### config.mk
export PLATFORM = sky130hd
export DESIGN_NAME = palette_layer_arbiter_flat
export DESIGN_NICKNAME = d
export VERILOG_FILES = /design/src/rtl/palette_layer_arbiter_if.sv /design/src/rtl/palette_layer_arbiter.sv /design/src/flat_wrapper.sv
export SDC_FILE = /design/constraint.sdc
export NUM_CORES = 1
export LEC_CHECK = 0
export ABC_AREA = 0
export CAP_MARGIN = 25
export CORE_UTILIZATION = 33
export DETAILED_ROUTE_END_ITERATION = 6
export PLACE_DENSITY = 0.85
export SYNTH_ARGS = -nofsm -noshare
export SYNTH_HDL_FRONTEND = slang
export SYNTH_SLANG_ARGS = --single-unit
### constraint.sdc
create_clock -name Clk -period 1.6 [get_ports Clk]
set_input_delay 0.48 -clock Clk [delete_from_list [all_inputs] [get_ports Clk]]
set_output_delay 0.48 -clock Clk [all_outputs]
set_load 0.02 [all_outputs]
### src/rtl/palette_layer_arbiter_if.sv
// Pixel/palette bus of palette_layer_arbiter: layer requests in, shared palette
// lookup, and the registered colour toward the VGA mapper.
interface palette_layer_arbiter_if #(
  parameter int NUM_LAYERS = 4
);
  logic                      pix_valid;
  logic                      frame_start;
  logic [NUM_LAYERS-1:0]     layer_req;
  logic [3*NUM_LAYERS-1:0]   layer_index;
  logic                      blink;
  logic [2:0]                pal_index;
  logic [3:0]                pal_red;
  logic [3:0]                pal_green;
  logic [3:0]                pal_blue;
  logic [NUM_LAYERS-1:0]     grant;
  logic [3:0]                red;
  logic [3:0]                green;
  logic [3:0]                blue;
  logic                      rgb_valid;

  // Arbiter side
  modport master (
    input  pix_valid, frame_start, layer_req, layer_index, blink,
    input  pal_red, pal_green, pal_blue,
    output pal_index, grant, red, green, blue, rgb_valid
  );

  // Layer generators, palette and colour mapper side
  modport slave (
    output pix_valid, frame_start, layer_req, layer_index, blink,
    output pal_red, pal_green, pal_blue,
    input  pal_index, grant, red, green, blue, rgb_valid
  );
endinterface

### src/rtl/palette_layer_arbiter.sv
// Fixed-priority sprite layer arbiter sharing one palette lookup; two-stage pipeline.
// Optional hero blink sequencer compiled in with PALETTE_LAYER_BLINK_EN.
module palette_layer_arbiter #(
  parameter int NUM_LAYERS   = 4,
  parameter int BLINK_FRAMES = 8
) (
  input  logic Clk,
  input  logic Reset,
  palette_layer_arbiter_if.master bus
);
  logic [NUM_LAYERS-1:0] eligible;
  logic [NUM_LAYERS-1:0] grant_next;
  logic [2:0]            pal_index_next;
  logic                  mask_hero;

  logic [NUM_LAYERS-1:0] grant_reg;
  logic [2:0]            pal_index_reg;
  logic                  v1_reg;
  logic [3:0]            red_reg, green_reg, blue_reg;
  logic                  rgb_valid_reg;

  // Index 0 is the transparent key, so a zero index never competes.
  generate
    for (genvar gi = 0; gi < NUM_LAYERS; gi++) begin : g_elig
      if (gi == 0) begin : g_hero
        assign eligible[gi] = bus.layer_req[gi] && (bus.layer_index[3*gi +: 3] != 3'd0) && !mask_hero;
      end else begin : g_other
        assign eligible[gi] = bus.layer_req[gi] && (bus.layer_index[3*gi +: 3] != 3'd0);
      end
    end
  endgenerate

  // Isolating the lowest set bit gives the highest-priority eligible layer.
  always_comb begin
    grant_next     = '0;
    pal_index_next = 3'd0;
    if (bus.pix_valid) begin
      grant_next = eligible & (~eligible + 1'b1);
    end
    for (int i = 0; i < NUM_LAYERS; i++) begin
      if (grant_next[i]) begin
        pal_index_next = bus.layer_index[3*i +: 3];
      end
    end
  end

`ifdef PALETTE_LAYER_BLINK_EN
  localparam logic [7:0] BLINK_LAST = 8'(BLINK_FRAMES - 1);

  logic [7:0] frame_cnt_reg;
  logic       phase_reg;

  always_ff @(posedge Clk) begin
    if (Reset || !bus.blink) begin
      frame_cnt_reg <= 8'd0;
      phase_reg     <= 1'b0;
    end else if (bus.frame_start) begin
      if (frame_cnt_reg == BLINK_LAST) begin
        frame_cnt_reg <= 8'd0;
        phase_reg     <= ~phase_reg;
      end else begin
        frame_cnt_reg <= frame_cnt_reg + 8'd1;
      end
    end
  end

  assign mask_hero = bus.blink && phase_reg;
`else
  logic unused_blink;
  assign unused_blink = bus.blink ^ bus.frame_start;
  assign mask_hero    = 1'b0;
`endif

  always_ff @(posedge Clk) begin
    if (Reset) begin
      grant_reg     <= '0;
      pal_index_reg <= 3'd0;
      v1_reg        <= 1'b0;
      red_reg       <= 4'd0;
      green_reg     <= 4'd0;
      blue_reg      <= 4'd0;
      rgb_valid_reg <= 1'b0;
    end else begin
      grant_reg     <= grant_next;
      pal_index_reg <= pal_index_next;
      v1_reg        <= bus.pix_valid;
      rgb_valid_reg <= v1_reg;
      if (v1_reg) begin
        red_reg   <= bus.pal_red;
        green_reg <= bus.pal_green;
        blue_reg  <= bus.pal_blue;
      end else begin
        red_reg   <= 4'd0;
        green_reg <= 4'd0;
        blue_reg  <= 4'd0;
      end
    end
  end

  assign bus.grant     = grant_reg;
  assign bus.pal_index = pal_index_reg;
  assign bus.red       = red_reg;
  assign bus.green     = green_reg;
  assign bus.blue      = blue_reg;
  assign bus.rgb_valid = rgb_valid_reg;
endmodule

### src/flat_wrapper.sv
// flat-port wrapper written by rule: the top's interface ports become plain ports
module palette_layer_arbiter_flat 
#(
  parameter int NUM_LAYERS   = 4,
  parameter int BLINK_FRAMES = 8
)
  (Clk, Reset, bus_pix_valid, bus_frame_start, bus_layer_req, bus_layer_index, bus_blink, bus_pal_red, bus_pal_green, bus_pal_blue, bus_pal_index, bus_grant, bus_red, bus_green, bus_blue, bus_rgb_valid);
  palette_layer_arbiter_if #(.NUM_LAYERS(NUM_LAYERS)) bus_i ();
  input  logic Clk;
  input  logic Reset;
  input wire logic [$bits(bus_i.pix_valid)-1:0] bus_pix_valid;
  input wire logic [$bits(bus_i.frame_start)-1:0] bus_frame_start;
  input wire logic [$bits(bus_i.layer_req)-1:0] bus_layer_req;
  input wire logic [$bits(bus_i.layer_index)-1:0] bus_layer_index;
  input wire logic [$bits(bus_i.blink)-1:0] bus_blink;
  input wire logic [$bits(bus_i.pal_red)-1:0] bus_pal_red;
  input wire logic [$bits(bus_i.pal_green)-1:0] bus_pal_green;
  input wire logic [$bits(bus_i.pal_blue)-1:0] bus_pal_blue;
  output wire logic [$bits(bus_i.pal_index)-1:0] bus_pal_index;
  output wire logic [$bits(bus_i.grant)-1:0] bus_grant;
  output wire logic [$bits(bus_i.red)-1:0] bus_red;
  output wire logic [$bits(bus_i.green)-1:0] bus_green;
  output wire logic [$bits(bus_i.blue)-1:0] bus_blue;
  output wire logic [$bits(bus_i.rgb_valid)-1:0] bus_rgb_valid;
  assign bus_i.pix_valid = bus_pix_valid;
  assign bus_i.frame_start = bus_frame_start;
  assign bus_i.layer_req = bus_layer_req;
  assign bus_i.layer_index = bus_layer_index;
  assign bus_i.blink = bus_blink;
  assign bus_i.pal_red = bus_pal_red;
  assign bus_i.pal_green = bus_pal_green;
  assign bus_i.pal_blue = bus_pal_blue;
  assign bus_pal_index = bus_i.pal_index;
  assign bus_grant = bus_i.grant;
  assign bus_red = bus_i.red;
  assign bus_green = bus_i.green;
  assign bus_blue = bus_i.blue;
  assign bus_rgb_valid = bus_i.rgb_valid;
  palette_layer_arbiter #(.NUM_LAYERS(NUM_LAYERS), .BLINK_FRAMES(BLINK_FRAMES)) u_core (.Clk(Clk), .Reset(Reset), .bus(bus_i));
endmodule
==> results of run 1 <==
routing by layer:
metal	global-route usage [%]	routed length, µm	up-vias
li1	-	-	361
met1	18.8	712	291
met2	21.1	714	41
met3	5.61	149	4
met4	11.8	44	0
met5	0	0	-
kinds of logic (layout without fill, tap and decap cells):
kind of cell    after synthesis  after routing  share of synthesized area, %
compound gates               14             14                          16.9
buf+inv                       2             72                          1.04
flops                        21             21                          58.0
simple gates                 27             27                          24.0
power breakdown:
| part | switching [µW] | leakage, µW | total, µW | internal, µW |
|---|---|---|---|---|
| registers | 3.09 | 0.000171 | 543 | 540 |
| logic | 80.0 | 0.000507 | 211 | 131 |
| clock network | 144 | 0.0000177 | 236 | 92.9 |
stage by stage:
stage | utilization, % | instances
floorplan | - | 64
global placement | 68.4 | 157
detailed placement | 68.4 | 157
CTS | 68.7 | 161
global route | 69.2 | 161
finish | 69.2 | 161
worst min-delay path by stage:
| stage | depth (start not counted) | start | to | slack (ns) |
|---|---|---|---|---|
| 2_1_floorplan | 1 | Reset | u_core.bus.grant[0] | 0.56 |
| 3_3_place_gp | 1 | u_core.v1_reg | u_core.bus.rgb_valid | 0.59 |
| 3_5_place_dp | 1 | u_core.v1_reg | u_core.bus.rgb_valid | 0.59 |
| 4_1_cts | 1 | u_core.v1_reg | u_core.bus.rgb_valid | 0.61 |
| 5_1_grt | 4 | bus_layer_index[2] | u_core.bus.grant[3] | 0.58 |
| 6_report | 1 | u_core.v1_reg | u_core.bus.rgb_valid | 0.56 |
layout make-up:
class,instances,area share [%]
repair buffers,67,43.9
flip-flops and latches,21,30.1
multi-input cells,41,21.4
well taps,27,2.42
clock buffers,3,1.61
clock inverters,1,0.358
inverters,1,0.268
timing repair:
item	in CTS	in global routing
gates resized for setup	21	4
cloned	0	0
pin swaps	2	4
setup endpoints to repair	23	15
placed cells by master, fill, tap and decap left out, drive strengths merged, types with 2 or more instances in the layout:
cell type	count
o2bb2ai	2
clkdlybuf4s50	27
clkbuf	3
o211ai	2
dlymetal6s2s	3
buf	17
dlygate4sd2	20
nor2	3
nor2b	3
dfxtp	21
and2	12
nand2	6
o31ai	3
o21ai	2
==> flow_summary_export.csv, run 1 <==
group,metric,value,unit
run_status,status,"finished, final reports clean",
detailed_routing,vias,697,
cts,cts_made_buffers,3,
sta,min_period,1.56,ns
power,leakage,0.000696,µW
place,pre_cts_slack,-0.352,ns
yosys,post_synth_num_cell_types,21,
cts,ctsHoldBuffers,0,
grt,grt_pass1_vias,599,
worst_setup_path,crit_end,"u_core.bus.pal_index[0]",
final_layout,nFillCells,158,
grt,grt_usage,15.2,%
cts,clk_pin_slew,0.11,ns
worst_setup_path,rr_startpoint,"u_core.v1_reg",
yosys,netlist_top_cells_area,"dfxtp_1 (58%), and2_1 (10%), nor4b_4 (3.3%)",
detailed_routing,viasPerCell,4.33,
place,dp.final_hpwl,1340,µm
power,powerDensity,708,nW/µm²
yosys,synth_edf_count,0,
worst_setup_path,timing.rr.end,"u_core.bus.green[1]",
sta,hold_ws,0.559,ns
power,vdd_drop_max,0.415,mV
worst_setup_path,critPathLaunchType,"input port",
floorplan,die-width,48.9,µm
place,place_area,1380,µm²
worst_setup_path,critPathLaunch,"bus_layer_index[7]",
worst_setup_path,crit_slowest_cell,"clkdlybuf4s50_1",
worst_setup_path,path_delay_family,"compound AO/OA/AOI/OAI gates",
sta,finalHoldViolCount,0,
detailed_routing,finalWirelength,1620,µm
detailed_routing,routedWlPerCell,10.1,µm
cts,cts_buffer_depth,2,
final_layout,multi_input_area,299,µm²
flow_run,maxCapViolCount,0,
final_layout,regArea,420,µm²
yosys,yosysTopAreaCell,"dfxtp_1",
final_layout,fin_area,1400,µm²
cts,h-tree-depth,1,
detailed_routing,postRouteAntennaNets,0,
yosys,synthesis.nets,97,
yosys,synth-main-ff-cell,"dfxtp_1",
yosys,synth_seq_area_share,58.0,%
power,power,990,µW
sta,setup_viol,0,
final_layout,area_delta_synth_final,93.1,%
worst_setup_path,path_cells,"clkdlybuf4s50_1, o31a_1, nand2_1, o211ai_1, a32o_2",
grt,grt_pass1_wl,2680,µm
worst_setup_path,cp_num_cells,5,
worst_setup_path,critPathMaxStageDelay,0.42,ns
floorplan,core,2020,µm²
worst_setup_path,required,1.79,ns
cts,clkSinkCount,21,
sta,rsz0062_at_grt,"no",
grt,grt_overflow,0,
sta,finalCritPeriodShare,97.6,%
worst_setup_path,rrSetupSlack,0.72,ns
grt,antenna_found_initial,0,
final_layout,nets,168,
worst_setup_path,critPathBufInv,1,
floorplan,chipHeight,48.9,µm
worst_setup_path,reg2reg_depth,2,
yosys,ys_warn_count,0,
final_layout,drive_above_1_share,19.4,%
yosys,avgSynthCellArea,11.3,µm²
sta,clock_skew,0.00221,ns
final_layout,n_antenna_cell,0,
floorplan,start_util,35.8,%
detailed_routing,drtIter0Drc,11,
sta,finalMaxSlewViolations,0,
yosys,synth.top_cell.area_share,58.0,%
floorplan,dieArea,2390,µm²
detailed_routing,drc,0,
worst_setup_path,critPathArrivalTime,1.76,ns
sta,fin_ws,0.0383,ns
grt,grt_max_degree,14,
worst_setup_path,cp_max_fo,3,
worst_setup_path,worstSetupPathType,"input port to flip-flop",
place,gp_congestion,0.901,
sta,tns,0,ns
yosys,yosysMostFrequentCell,"dfxtp_1",
cts,root_buffer,"clkbuf_4",
yosys,synthCells,64,
yosys,synth_common_cells,"dfxtp_1 (21), and2_1 (12), nand2_1 (5)",
yosys,ys_seq_elements,21,
cts,cts_setup_buffers,0,
sta,worstMarginPinSlew,0.348,ns
floorplan,std_cell_rows,16,
detailed_routing,dr.pass1.iters,4,
sta,relSlewSlack,76.7,%
yosys,syn-cell-area,724,µm²
yosys,synthArstFlopShare,0,%
sta,fmax,0.640,GHz
min_path,min_path_type,"flip-flop to flip-flop",
floorplan,io_pins,53,
worst_setup_path,worst_setup_path_end_kind,"flip-flop",
cts,insertion_delay,0.29,ns
place,numPortBuffers,50,
cts,cts_tree,"built",
Note: power is estimated with default switching activity, not from simulation.
==> inputs of run 2 (changes only) <==
--- a/config.mk
+++ b/config.mk
@@ -6,7 +6,7 @@
 export NUM_CORES = 1
 export LEC_CHECK = 0
 export ABC_AREA = 0
-export CAP_MARGIN = 25
+export CAP_MARGIN = 20
 export CORE_UTILIZATION = 33
 export DETAILED_ROUTE_END_ITERATION = 6
 export PLACE_DENSITY = 0.85
==> results of run 2 <==
Final layout, timing and power as in run 1 (identical DEF).
==> patch 1 (flow settings as in run 2) <==
`NUM_LAYERS` is set to 4 in 3 places; all go to 8.
--- a/src/rtl/palette_layer_arbiter_if.sv
+++ b/src/rtl/palette_layer_arbiter_if.sv
@@ -1,7 +1,7 @@
 // Pixel/palette bus of palette_layer_arbiter: layer requests in, shared palette
 // lookup, and the registered colour toward the VGA mapper.
 interface palette_layer_arbiter_if #(
-  parameter int NUM_LAYERS = 4
+  parameter int NUM_LAYERS = 8
 );
   logic                      pix_valid;
   logic                      frame_start;
--- a/src/rtl/palette_layer_arbiter.sv
+++ b/src/rtl/palette_layer_arbiter.sv
@@ -1,7 +1,7 @@
 // Fixed-priority sprite layer arbiter sharing one palette lookup; two-stage pipeline.
 // Optional hero blink sequencer compiled in with PALETTE_LAYER_BLINK_EN.
 module palette_layer_arbiter #(
-  parameter int NUM_LAYERS   = 4,
+  parameter int NUM_LAYERS   = 8,
   parameter int BLINK_FRAMES = 8
 ) (
   input  logic Clk,
--- a/src/flat_wrapper.sv
+++ b/src/flat_wrapper.sv
@@ -1,7 +1,7 @@
 // flat-port wrapper written by rule: the top's interface ports become plain ports
 module palette_layer_arbiter_flat 
 #(
-  parameter int NUM_LAYERS   = 4,
+  parameter int NUM_LAYERS   = 8,
   parameter int BLINK_FRAMES = 8
 )
   (Clk, Reset, bus_pix_valid, bus_frame_start, bus_layer_req, bus_layer_index, bus_blink, bus_pal_red, bus_pal_green, bus_pal_blue, bus_pal_index, bus_grant, bus_red, bus_green, bus_blue, bus_rgb_valid);
Interface: changed (resized bus_grant, bus_layer_index and bus_layer_req); port bits go from 53 to 73. No check against the original RTL was run, so the function may have changed too.
==> patch 1 against run 2 <==
Worst setup slack got worse by 34 ps. Core utilization up 1.5 points. First-iteration DRC count grew to 3.8 times the old value. Hold slack better by 35 ps. Power rose by 37%. Cell area rose by 73%. Synthesized area up 65%. Cell count increased by 80%. Sequential power rose by 19%. Count of clock-buffer cells in the layout unchanged. Sequential cell count increased by 4. Routed wire length up 120%. Clock skew up 0.52 ps. Critical endpoint is now u_core.bus.pal_index[2]. Largest power group unchanged.
==> patch 1: results <==
place:
  io_buffers: 70
  place_area_mm2: 0.00232
  gp_congestion: 0.916
  dp_hpwl_mm: 2.80
  post-place-ws_ps: -586
clock_network:
  path_clk_slew_ps: 130
  cts-root-buf: "clkbuf_4"
  clk-insertion-delay-late_ps: 320
  cts-buffers-inserted: 3
  clock_path_buffers: 2
  htree_num_levels: 1
routing:
  drt_pre_antenna_iters: 4
  dr.first_iter.drc_count: 42
  drt-total-wl_mm: 3.52
  vias: 1402
global_route:
  grt_max_degree: 15
  grt_pass1_vias: 1294
  grt_first_pass_wirelength_mm: 5.65
  grt_use_met2: 0.330
  met3_usage: 0.0423
  gr-usage-met1: 0.213
  antenna_found_initial: 0
  track_usage: 0.186
cells_and_area:
  largest_reg_flops: 8
  antennaDiodeCount: 0
  layout.nets: 294
  drive_above_1_share: 0.352
yosys:
  yosys_warnings: 0
  async_flop_share: 0
  synthDistinctLibCells: 35
  syn_nets: 168
  synthTopCellsByCount: "dfxtp_1, and2_1, nor2_1"
  synth.yosys.seq_area_share: 0.418
  synth.area.top_cells: "dfxtp_1, o31ai_4, and2_1"
timing:
  fin_worst_skew_ps: 2.73
  relSlewSlack: 0.631
  timing.fmax_ghz: 0.627
worst_setup_path:
  rr_startpoint: "u_core.v1_reg"
  cp_top_family: "compound AO/OA/AOI/OAI gates"
  critPathMaxFanout: 5
  cp_slowest_cell: "o31a_1"
  slowest_delay_ps: 350
  r2r_cells: 2
  cp-endpoint: "u_core.bus.pal_index[2]"
  worstPathArrival_ps: 1840
  setup.worst_path.start: "bus_layer_index[12]"
  r2r_end: "u_core.bus.blue[1]"
  ff2ff_setup_slack_ps: 550
min_path:
  worstHoldStart: "u_core.v1_reg"
  hold_path.class: "register to register"
  hold_path_end: "u_core.bus.rgb_valid"
  hold_depth: 1
power_and_ir_drop:
  intPower_mw: 0.974
  vdd_drop_max_mv: 0.269
  p_leak_nw: 1.12
status:
  status: "finished clean"
[patch 1: cell count changes after synthesis, moves of 4 or more]
cell     before  now
o21ai_0       2    8
nor2_1        3   10
nor3_1        0    4
a21oi_1       0    5
dfxtp_1      21   25
[patch 1: final cells by class]
class	instances	area, µm²
multi-input combinational	90	766
tap	46	57.6
inverter	2	7.51
clock buffer	3	22.5
fill	267	1000
timing repair buffer	123	1060
sequential	25	500
clock inverter	1	5.00
[patch 1: power by group through the flow]
stage,clock network [mW],registers (mW),logic [mW]
final,0.277,0.645,0.436
after detailed placement,0,0.660,0.438
after floorplan,0,0.682,0.116
after global placement,0,0.659,0.432
after global routing,0.317,0.647,0.468
after CTS,0.282,0.645,0.415
[patch 1: timing repair]
| item | 4_1_cts | 5_1_grt |
|---|---|---|
| hold buffers | 0 | 0 |
| cloned | 0 | 0 |
| pin swaps | 19 | 23 |
| setup buffers | 3 | 3 |
| hold endpoints to repair | 0 | 0 |
| endpoints found under the setup margin | 31 | 4 |
| gates resized for setup | 57 | 30 |
[patch 1: metal layers]
layer	share of wire	wire, µm
met5	0	0
met4	0.016	58
met3	0.067	236
met2	0.50	1770
met1	0.41	1450
[patch 1: cell families (layout without fill, tap and decap cells)]
logic type / Yosys count / after routing / synth area share
and+or+nand+nor: 49 / 49 / 0.244
DFF: 25 / 25 / 0.418
AOI/OAI and AO/OA: 41 / 41 / 0.326
buffers and inverters: 4 / 129 / 0.0125
[patch 1: through the flow]
stage	std cells	power [mW]	setup TNS, ps	hold WS (ps)	util
2_1_floorplan	119	0.798	-243	601	-
3_3_place_gp	280	1.09	-4040	576	0.680
3_5_place_dp	280	1.10	-4420	579	0.680
4_1_cts	287	1.34	-49.9	597	0.683
5_1_grt	290	1.43	-75.2	608	0.707
6_report	290	1.36	0	594	0.707
==> patch 2 (settings of run 2) <==
Made on the original files. Add a define of `PALETTE_LAYER_BLINK_EN`.
--- a/src/rtl/palette_layer_arbiter.sv
+++ b/src/rtl/palette_layer_arbiter.sv
@@ -1,5 +1,7 @@
 // Fixed-priority sprite layer arbiter sharing one palette lookup; two-stage pipeline.
 // Optional hero blink sequencer compiled in with PALETTE_LAYER_BLINK_EN.
+`define PALETTE_LAYER_BLINK_EN
+
 module palette_layer_arbiter #(
   parameter int NUM_LAYERS   = 4,
   parameter int BLINK_FRAMES = 8
Behaviour: not the same (Yosys sat finds a counterexample within 10 cycles, from zero or initial values and one cycle with Reset high).
==> patch 2 against run 2 <==
The run now ends with negative setup slack left. Sequential power rose by 42%. Cell count rose by 32%. Core utilization fell by 12 points. Power rose by 45%. Global-route usage rose by 2.3 points. Synthesized area rose by 46%. Via count rose by 42%. Sequential cell count rose by 9. Non-clock buffer count fell by 5. Worst setup slack got worse by 48 ps. Cell area rose by 25%. Routed wire length rose by 63%.
==> patch 2: results <==
cells_and_area:
  layout.nets: 202
  nonClkBufAreaFrac: 0.326
  clock_buffers: 7
  fillers: 290
  seqCellArea_um2: 601
  multiInputGateArea_um2: 458
  multi_input_area_share: 0.262
  clk_share: 0.0344
  fin_cells: 213
yosys:
  synth.area.top_cells: "dfxtp_1, and2_1, nor2_1"
  avgSynthCellArea_um2: 10.5
  synthDistinctLibCells: 28
  syn_nets: 135
  synthTopCellsByCount: "dfxtp_1, and2_1, nor2_1"
  synth.yosys.seq_area_share: 0.569
routing:
  wl_met1_mm: 1.03
  wire_per_inst_um: 12.4
  via_per_inst: 4.63
  wl_met2_mm: 1.37
  dr.first_iter.drc_count: 29
worst_setup_path:
  critPathMaxFanout: 4
  rr_startpoint: "u_core.frame_cnt_reg[3]"
  setup.worst_path.start: "bus_layer_index[8]"
  worstPathArrival_ps: 1860
  slowest_delay_ps: 460
  ff2ff_setup_slack_ps: 160
  r2r_end: "u_core.frame_cnt_reg[3]"
  r2r_cells: 4
  cp-endpoint: "u_core.bus.pal_index[1]"
place:
  place_area_mm2: 0.00170
  post-place-ws_ps: -328
global_route:
  gr-usage-met1: 0.186
  met3_usage: 0.0527
  grt_use_met2: 0.309
  grt_first_pass_wirelength_mm: 4.35
  grt_pass1_vias: 987
  track_usage: 0.175
status:
  violations: "negative setup slack"
  status: "finished with violations"
min_path:
  worstHoldStart: "u_core.phase_reg"
  hold_path_end: "u_core.phase_reg"
  hold_depth: 2
power_and_ir_drop:
  vdd_drop_max_mv: 0.335
  p_leak_nw: 0.748
timing:
  relSlewSlack: 0.554
  setup_viol: 2
  hold_slack_ps: 541
  tns_ps: -15.9
  fin_ws_ps: -9.84
clock_network:
  post_cts_resized: 20
  cts_sinks: 30
  cts-buffers-inserted: 5
  path_clk_slew_ps: 90
-- patch 2: cell count changes in the layout (fill, tap and decap cells not counted), moves of 3 or more --
cell,delta
buf_4,-6
dlymetal6s2s_1,-3
dfxtp_1,+9
nor2_1,+10
xor2_1,+3
xnor2_1,+5
clkdlybuf4s50_1,+5
-- patch 2: worst register-to-register path, stage by stage, from the launching register on --
cell,delay [ps]
dfxtp_1,360
or4_1,550
nor3_2,200
or2_4,190
nor2_1,50
-- patch 2: cell families after synthesis --
group / Yosys count / share of synthesized area
and+or+nand+nor: 44 / 0.225
DFF: 30 / 0.569
AOI/OAI and AO/OA: 14 / 0.107
xor gates and xnor gates: 8 / 0.0664
buffers and inverters: 3 / 0.0118
muxes: 1 / 0.00948
adders and majority gates: 1 / 0.0118
-- patch 2: report_power, final --
group,leakage (nW),internal [mW],switching [mW],total (mW)
sequential,0.244,0.765,0.00584,0.771
clock,0.0353,0.213,0.251,0.464
combinational,0.468,0.122,0.0808,0.203
